--- src/rtl/code_sequencer.sv ---
// code_sequencer: registered 4-bit code-word source (binary, BCD, Gray, excess-3)
// stepped by a free-running prescaler or manual pulses, presented over valid/ready.
module code_sequencer #(
  parameter int STEP_DIV = 4
) (
  input  logic       clk,
  input  logic       rst,
  input  logic       en,
  input  logic       step,
  input  logic [1:0] mode,
  input  logic       dir,
  input  logic       load,
  input  logic [3:0] load_val,
  input  logic       ready,
  output logic       valid,
  output logic       a,
  output logic       b,
  output logic       c,
  output logic       d,
  output logic       wrap,
  output logic       err
);

  typedef enum logic {IDLE, SEND} state_t;

  localparam logic [7:0] PS_LAST = 8'(STEP_DIV - 1);

  state_t     state, state_n;
  logic [7:0] ps_cnt, ps_cnt_n;
  logic [3:0] idx, idx_n, idx_fix;
  logic [3:0] code, code_n;
  logic [1:0] mode_q, mode_q_n;
  logic       wrap_n, err_n;
  logic       tick, trigger;

  function automatic logic [3:0] max_of(input logic [1:0] m);
    return m[0] ? 4'd9 : 4'd15;
  endfunction

  function automatic logic [3:0] encode(input logic [3:0] i, input logic [1:0] m);
    case (m)
      2'b10:   encode = i ^ (i >> 1);
      2'b11:   encode = i + 4'd3;
      default: encode = i;
    endcase
  endfunction

  always_ff @(posedge clk) begin
    if (rst) begin
      state  <= IDLE;
      ps_cnt <= '0;
      idx    <= '0;
      code   <= '0;
      mode_q <= '0;
      wrap   <= 1'b0;
      err    <= 1'b0;
    end else begin
      state  <= state_n;
      ps_cnt <= ps_cnt_n;
      idx    <= idx_n;
      code   <= code_n;
      mode_q <= mode_q_n;
      wrap   <= wrap_n;
      err    <= err_n;
    end
  end

  // The prescaler runs regardless of FSM state, so ticks landing in SEND are simply lost.
  always_comb begin
    tick     = en && (ps_cnt == PS_LAST);
    ps_cnt_n = '0;
    if (en && !tick)
      ps_cnt_n = ps_cnt + 8'd1;
    trigger  = en ? tick : step;
    idx_fix  = (idx > max_of(mode)) ? 4'd0 : idx;
  end

  always_comb begin
    state_n  = state;
    idx_n    = idx;
    code_n   = code;
    mode_q_n = mode_q;
    err_n    = err;
    wrap_n   = 1'b0;
    case (state)
      IDLE: begin
        if (load) begin
          if (load_val <= max_of(mode)) begin
            idx_n = load_val;
            err_n = 1'b0;
          end else begin
            err_n = 1'b1;
          end
        end else if (trigger) begin
          mode_q_n = mode;
          idx_n    = idx_fix;
          code_n   = encode(idx_fix, mode);
          state_n  = SEND;
        end
      end
      SEND: begin
        // Advance uses the mode latched at presentation and dir as seen at acceptance.
        if (ready) begin
          if (!dir) begin
            if (idx == max_of(mode_q)) begin
              idx_n  = 4'd0;
              wrap_n = 1'b1;
            end else begin
              idx_n = idx + 4'd1;
            end
          end else begin
            if (idx == 4'd0) begin
              idx_n  = max_of(mode_q);
              wrap_n = 1'b1;
            end else begin
              idx_n = idx - 4'd1;
            end
          end
          state_n = IDLE;
        end
      end
      default: state_n = IDLE;
    endcase
  end

  assign valid        = (state == SEND);
  assign {a, b, c, d} = code;

endmodule

--- config.mk ---
export PLATFORM = sky130hd
export DESIGN_NAME = code_sequencer
export DESIGN_NICKNAME = d
export VERILOG_FILES = /design/src/rtl/code_sequencer.sv
export SDC_FILE = /design/constraint.sdc
export NUM_CORES = 1
export LEC_CHECK = 0
export CAP_MARGIN = 10
export CORE_MARGIN = 2
export CORE_UTILIZATION = 35
export DETAILED_ROUTE_END_ITERATION = 8
export SLEW_MARGIN = 20
export SYNTH_ARGS = -nofsm -noshare
export SYNTH_HDL_FRONTEND = slang
export SYNTH_SLANG_ARGS = --single-unit
--- constraint.sdc ---
create_clock -name clk -period 3.1 [get_ports clk]
set_input_delay 0.93 -clock clk [delete_from_list [all_inputs] [get_ports clk]]
set_output_delay 0.93 -clock clk [all_outputs]
set_load 0.005 [all_outputs]
==> flow_metrics.env, run 1 <==
export IMPL_timing_fmax_mhz=349
export IMPL_fin_nets=211
export IMPL_dpl_hpwl_mm=2.34
export IMPL_cts_buffers=3
export IMPL_slowest_delay_ns=0.45
export IMPL_min_to="ps_cnt[0]"
export IMPL_synthArstFlopShare_pct=0
export IMPL_min_period_ns=2.87
export IMPL_synth_edf_count=0
export IMPL_hold_violations=0
export IMPL_syn_to_final_growth_pct=26.5
export IMPL_reg2regPathDepth=9
export IMPL_vias=1273
export IMPL_crit_top_cell="ha_1"
export IMPL_drt_pass1_iter_count=4
export IMPL_yosysSeqAreaShare_pct=30.6
export IMPL_switching_share_pct=28.8
export IMPL_ys_ff_latch=20
export IMPL_dp_cells=232
export IMPL_routed_wl_mm=3.19
export IMPL_ant_nets=0
export IMPL_worst_setup_path_type="primary input to register"
export IMPL_rsz0062_at_grt="false"
export IMPL_combPwrFrac_pct=25.7
export IMPL_core_um2=3630
export IMPL_place_congestion=0.936
export IMPL_path_buf_inv=2
export IMPL_crit_arrival_ns=3.05
export IMPL_ctsResizeCount=0
export IMPL_multiInputGateArea_um2=838
export IMPL_avgSynthCellArea_um2=8.04
export IMPL_cp_required_ns=3.29
export IMPL_setup_worst_path_end_class="register"
export IMPL_clock_skew_ns=0.00158
export IMPL_clkTransAtPathRegs_ns=0.08
export IMPL_r2r_start="idx[1]"
export IMPL_hold_buffers=0
export IMPL_drcViolationCount=0
export IMPL_ctsHtreeMaxLevel=1
export IMPL_leakagePower_nw=0.648
export IMPL_cp_slowest_cell="clkdlybuf4s50_1"
export IMPL_syn_inst=163
export IMPL_hold_depth=1
export IMPL_synth_fp_nets=185
export IMPL_diodes=0
export IMPL_postCtsSetupBuffers=0
export IMPL_antenna_found_initial=0
export IMPL_cts_tree="built"
export IMPL_worst_path_max_fanout=5
export IMPL_seq_power_share_pct=43.4
export IMPL_powerDensity_nw_per_um2=391
export IMPL_p_switching_w=0.000186
export IMPL_grt_pass1_wl_mm=5.31
export IMPL_timing_final_crit_share_pct=92.5
export IMPL_io_pins=20
export IMPL_via_per_inst=5.39
export IMPL_drive_gt1_share_pct=10.6
export IMPL_drv_slew=0
export IMPL_overflow=0
export IMPL_path_cells="clkdlybuf4s50_1 -> ha_1 -> and3_1 -> o31ai_1 -> buf_4 -> ha_1 -> a22oi_1 -> o311a_1 -> nor3_1"
export IMPL_die_area_um2=4250
export IMPL_synth_top_area_share_pct=30.6
export IMPL_yosysTopAreaCell="dfxtp_1"
export IMPL_die_y_um=65.2
export IMPL_numPortBuffers=19
export IMPL_wl_per_cell_um=13.5
export IMPL_start_util_pct=36.1
export IMPL_rrSetupSlack_ns=0.96
export IMPL_clk_path_buf_depth=2
export IMPL_r2r_end="code[3]"
export IMPL_grt_max_degree=15
export IMPL_setup_viol=0
export IMPL_fillers=380
export IMPL_layoutNonFillerInstCount=236
export IMPL_slew_headroom_pct=68.0
export IMPL_hold_start="ps_cnt[0]"
export IMPL_synth_area_leaders="dfxtp_1 31%, ha_1 8.6%, nor2_1 5.2%"
export IMPL_start_kind="primary input"
export IMPL_track_usage_pct=15.9
export IMPL_yosysWarnings=0
export IMPL_clock_power_share_pct=30.9
export IMPL_rows=22
export IMPL_p_int_w=0.000461
export IMPL_yosysUniqueCellTypes=44
export IMPL_cap_violations=0
export IMPL_cts_sinks=20
export IMPL_hp_class="register to register"
export IMPL_synth_cell_area_um2=1310
export IMPL_final_util_pct=45.6
export IMPL_critPathTopFamily="buffers and inverters"
export IMPL_synth_flop_cell="dfxtp_1"
export IMPL_worstSkewPairLatency_ns=0.26
export IMPL_first_iter_violations=46
export IMPL_regArea_um2=400
export IMPL_power_total_w=0.000648
export IMPL_die_width_um=65.2
export IMPL_vdd_drop_max_mv=0.243
export IMPL_grt_pass1_vias=1174
export IMPL_clk_root_buffer_cell="clkbuf_8"
export IMPL_tightest_slew_ns=0.479
export IMPL_status="finished clean"
[layout by cell type (no fill, tap or decap), types with 2 or more instances in the layout]
cell and instances:
dfxtp_1 20, clkdlybuf4s50_1 19, nor2_1 18, nand2_1 13, a21oi_1 11, inv_1 10, buf_4 10, ha_1 9
nand3_1 8, o21ai_0 8, xor2_1 4, o221ai_1 4, clkbuf_8 4, a31oi_1 3, a211oi_1 3, nor2b_1 3
nand2b_1 3, xnor2_1 3, and3_1 2, o31ai_1 2, or4b_1 2, nor3_1 2, mux2i_1 2, o211ai_1 2
nand4_1 2, o211a_1 2
[cell type report]
cell class / count / share of cell area, %
Multi-Input combinational cell: 125 / 50.6
Clock buffer: 4 / 3.32
Tap cell: 48 / 3.63
Inverter: 10 / 2.27
Sequential cell: 20 / 24.2
Timing Repair Buffer: 29 / 16.0
[cells by family after synthesis]
group           after synthesis  share of synthesized area (%)
compound gates               46                           24.9
xor+xnor                      7                           4.68
fa+ha+maj                     9                           8.60
buf+inv                      18                           5.45
flops                        20                           30.6
mux                           3                           2.39
simple gates                 60                           23.4
[power groups by stage]
stage          combinational (W)  sequential [W]  clock [W]
3_5_place_dp            0.000164        0.000287          0
3_3_place_gp            0.000159        0.000287          0
4_1_cts                 0.000166        0.000281   0.000209
5_1_grt                 0.000184        0.000283   0.000218
6_report                0.000166        0.000281   0.000200
2_1_floorplan           0.000106        0.000280          0
[sequential cells by signal, indices dropped and copies added (netlist names)]
name    flops
mode_q      1
err         1
idx         4
ps_cnt      8
wrap        1
valid       1
code        4
[cells in the mapped netlist (3+ instances only)]
cell and n:
dfxtp_1 20, nor2_1 18, nand2_1 13, a21oi_1 11, inv_1 10, ha_1 9, nand3_1 8, o21ai_0 8
clkbuf_1 7, o221ai_1 4, xor2_1 4, a211oi_1 3, a31oi_1 3, nand2b_1 3, nor2b_1 3, xnor2_1 3
[worst max path at each step]
stage / to / cells past startpoint / startpoint / slack (ns)
after floorplan: code[0] / 7 / mode[0] / 0.49
after global placement: code[3] / 9 / mode[0] / 0.05
after detailed placement: code[3] / 9 / mode[0] / -0.06
after CTS: code[3] / 9 / mode[0] / 0.21
after global routing: code[3] / 10 / mode[0] / 0.04
final: code[3] / 9 / mode[0] / 0.23
[metal layers]
layer	routed length (um)	GRT usage (%)
met5	0	0
met4	38	4.69
met3	119	2.23
met2	1640	28.1
met1	1400	20.0
[metrics by stage]
step | setup TNS [ns] | hold WS (ns) | area, um2 | setup WS, ns
floorplan | 0 | 0.430 | 1310 | 0.495
global placement | 0 | 0.444 | 1600 | 0.0465
CTS | 0 | 0.480 | 1660 | 0.207
detailed placement | -0.127 | 0.460 | 1600 | -0.0631
global route | 0 | 0.502 | 1660 | 0.0377
finish | 0 | 0.475 | 1660 | 0.231
Note: power is estimated with default switching activity, not from simulation.
==> run 2, diff against run 1 <==
- GPL_TIMING_DRIVEN: unset -> 0
==> flow_metrics.env, run 2 (synthesis results as in run 1) <==
export IMPL_largest_reg_flops=8
export IMPL_grt_max_degree=12
export IMPL_drcViolationCount=0
export IMPL_slew_headroom_pct=59.1
export IMPL_leakagePower_nw=0.611
export IMPL_status="finished clean"
export IMPL_timing_final_crit_share_pct=93.1
export IMPL_track_usage_pct=15.7
export IMPL_clk_root_buffer_cell="clkbuf_8"
export IMPL_grt_pass1_vias=1137
export IMPL_regMostFlops="ps_cnt"
export IMPL_combPwrFrac_pct=25.1
export IMPL_overflow=0
export IMPL_tightest_slew_ns=0.605
export IMPL_setup_worst_path_end_class="register"
export IMPL_first_iter_violations=32
export IMPL_multiInputGateArea_um2=843
export IMPL_ant_nets=0
export IMPL_clk_path_buf_depth=2
export IMPL_final_common_cell="dfxtp_1"
export IMPL_clock_skew_ns=0.00263
export IMPL_place_congestion=0.860
export IMPL_cts_buffers=3
export IMPL_cap_violations=0
export IMPL_cp_required_ns=3.30
export IMPL_wl_per_cell_um=13.3
export IMPL_postLayoutCellArea_um2=1610
export IMPL_hp_class="register to register"
export IMPL_regArea_um2=400
export IMPL_cts_tree="built"
export IMPL_top_regs="ps_cnt (8), code (4), idx (4)"
export IMPL_numPortBuffers=18
export IMPL_final_cell_mix="20 x dfxtp_1, 18 x nor2_1, 17 x clkdlybuf4s50_1"
export IMPL_die_y_um=65.2
export IMPL_rows=22
export IMPL_start_kind="primary input"
export IMPL_die_area_um2=4250
export IMPL_clkTransAtPathRegs_ns=0.07
export IMPL_seq_power_share_pct=43.6
export IMPL_drive_gt1_share_pct=6.49
export IMPL_antenna_found_initial=0
export IMPL_start_util_pct=36.1
export IMPL_rsz0062_at_grt="false"
export IMPL_die_width_um=65.2
export IMPL_min_period_ns=2.89
export IMPL_powerDensity_nw_per_um2=392
export IMPL_postCtsSetupBuffers=0
export IMPL_ctsResizeCount=2
export IMPL_drv_slew=0
export IMPL_p_int_w=0.000450
export IMPL_pre_cts_ws_ns=-0.474
export IMPL_routed_wl_mm=3.09
export IMPL_dpl_hpwl_mm=2.40
export IMPL_via_per_inst=5.39
export IMPL_vdd_drop_max_mv=0.245
export IMPL_hold_buffers=0
export IMPL_grt_pass1_wl_mm=5.22
export IMPL_vias=1255
export IMPL_worstSkewPairLatency_ns=0.25
export IMPL_ctsHtreeMaxLevel=1
export IMPL_worst_setup_path_type="primary input to register"
export IMPL_diodes=0
export IMPL_setup_ws_ns=0.214
export IMPL_switching_share_pct=28.7
export IMPL_hold_violations=0
export IMPL_worst_path_max_fanout=10
export IMPL_layoutNonFillerInstCount=233
export IMPL_dpl_instance_area_um2=1550
export IMPL_clock_power_share_pct=31.3
export IMPL_fin_nets=208
export IMPL_drt_pass1_iter_count=4
export IMPL_cts_sinks=20
export IMPL_io_pins=20
export IMPL_syn_to_final_growth_pct=22.8
export IMPL_core_um2=3630
export IMPL_timing_fmax_mhz=347
export IMPL_dp_cells=229
export IMPL_crit_arrival_ns=3.09
export IMPL_setup_viol=0
export IMPL_fillers=392
export IMPL_p_switching_w=0.000181
[run 2: power groups by stage]
| stage | registers, W | clock network [W] | logic (W) |
|---|---|---|---|
| final | 0.000275 | 0.000197 | 0.000159 |
| after global routing | 0.000277 | 0.000219 | 0.000178 |
| after CTS | 0.000276 | 0.000206 | 0.000158 |
| after detailed placement | 0.000282 | 0 | 0.000157 |
| after floorplan | 0.000280 | 0 | 0.000106 |
| after global placement | 0.000281 | 0 | 0.000153 |
[run 2: path summary, 6_finish.rpt]
kind              startpoint   endpoint  slack [ns]  depth (start not counted)
setup / recovery     mode[0]    code[1]        0.21                          9
setup reg to reg      idx[0]     idx[1]        0.96                          8
hold / removal     ps_cnt[0]  ps_cnt[0]        0.47                          1
hold reg to reg    ps_cnt[0]  ps_cnt[0]        0.47                          1
[run 2: through the flow]
stage	setup TNS [ns]	hold slack, ns	total power [W]	util, %
2_1_floorplan	0	0.430	0.000385	-
3_3_place_gp	-1.68	0.444	0.000434	42.7
3_5_place_dp	-1.89	0.460	0.000439	42.7
4_1_cts	0	0.478	0.000640	44.3
5_1_grt	0	0.502	0.000673	44.3
6_report	0	0.474	0.000631	44.3
[run 2: final cells by class]
class	count	share of cell area, %
flip-flops and latches	20	24.9
inverters	10	2.33
multi-input cells	125	52.4
plain buffers	8	2.10
repair buffers	18	11.1
well taps	48	3.73
clock buffers	4	3.42
[run 2: critical path: stages]
cell and delay (ns):
dlygate4sd2_1 0.44, ha_1 0.34, and3_1 0.23, o31ai_2 0.35, ha_1 0.31, mux2i_1 0.13
nand2_1 0.07, o211ai_1 0.10, o211a_1 0.17
[run 2: layer usage]
layer | global-route usage, % | vias up | wire, um
met5 | 0 | - | 0
met4 | 4.69 | 0 | 20
met3 | 2.57 | 2 | 84
met2 | 28.2 | 24 | 1590
met1 | 19.3 | 592 | 1390
li1 | - | 637 | -
==> run 3, diff against run 2 <==
- HOLD_SLACK_MARGIN: unset -> 0.06
==> results of run 3 <==
Same layout as run 2: the final DEF is identical, and so are final timing and power.
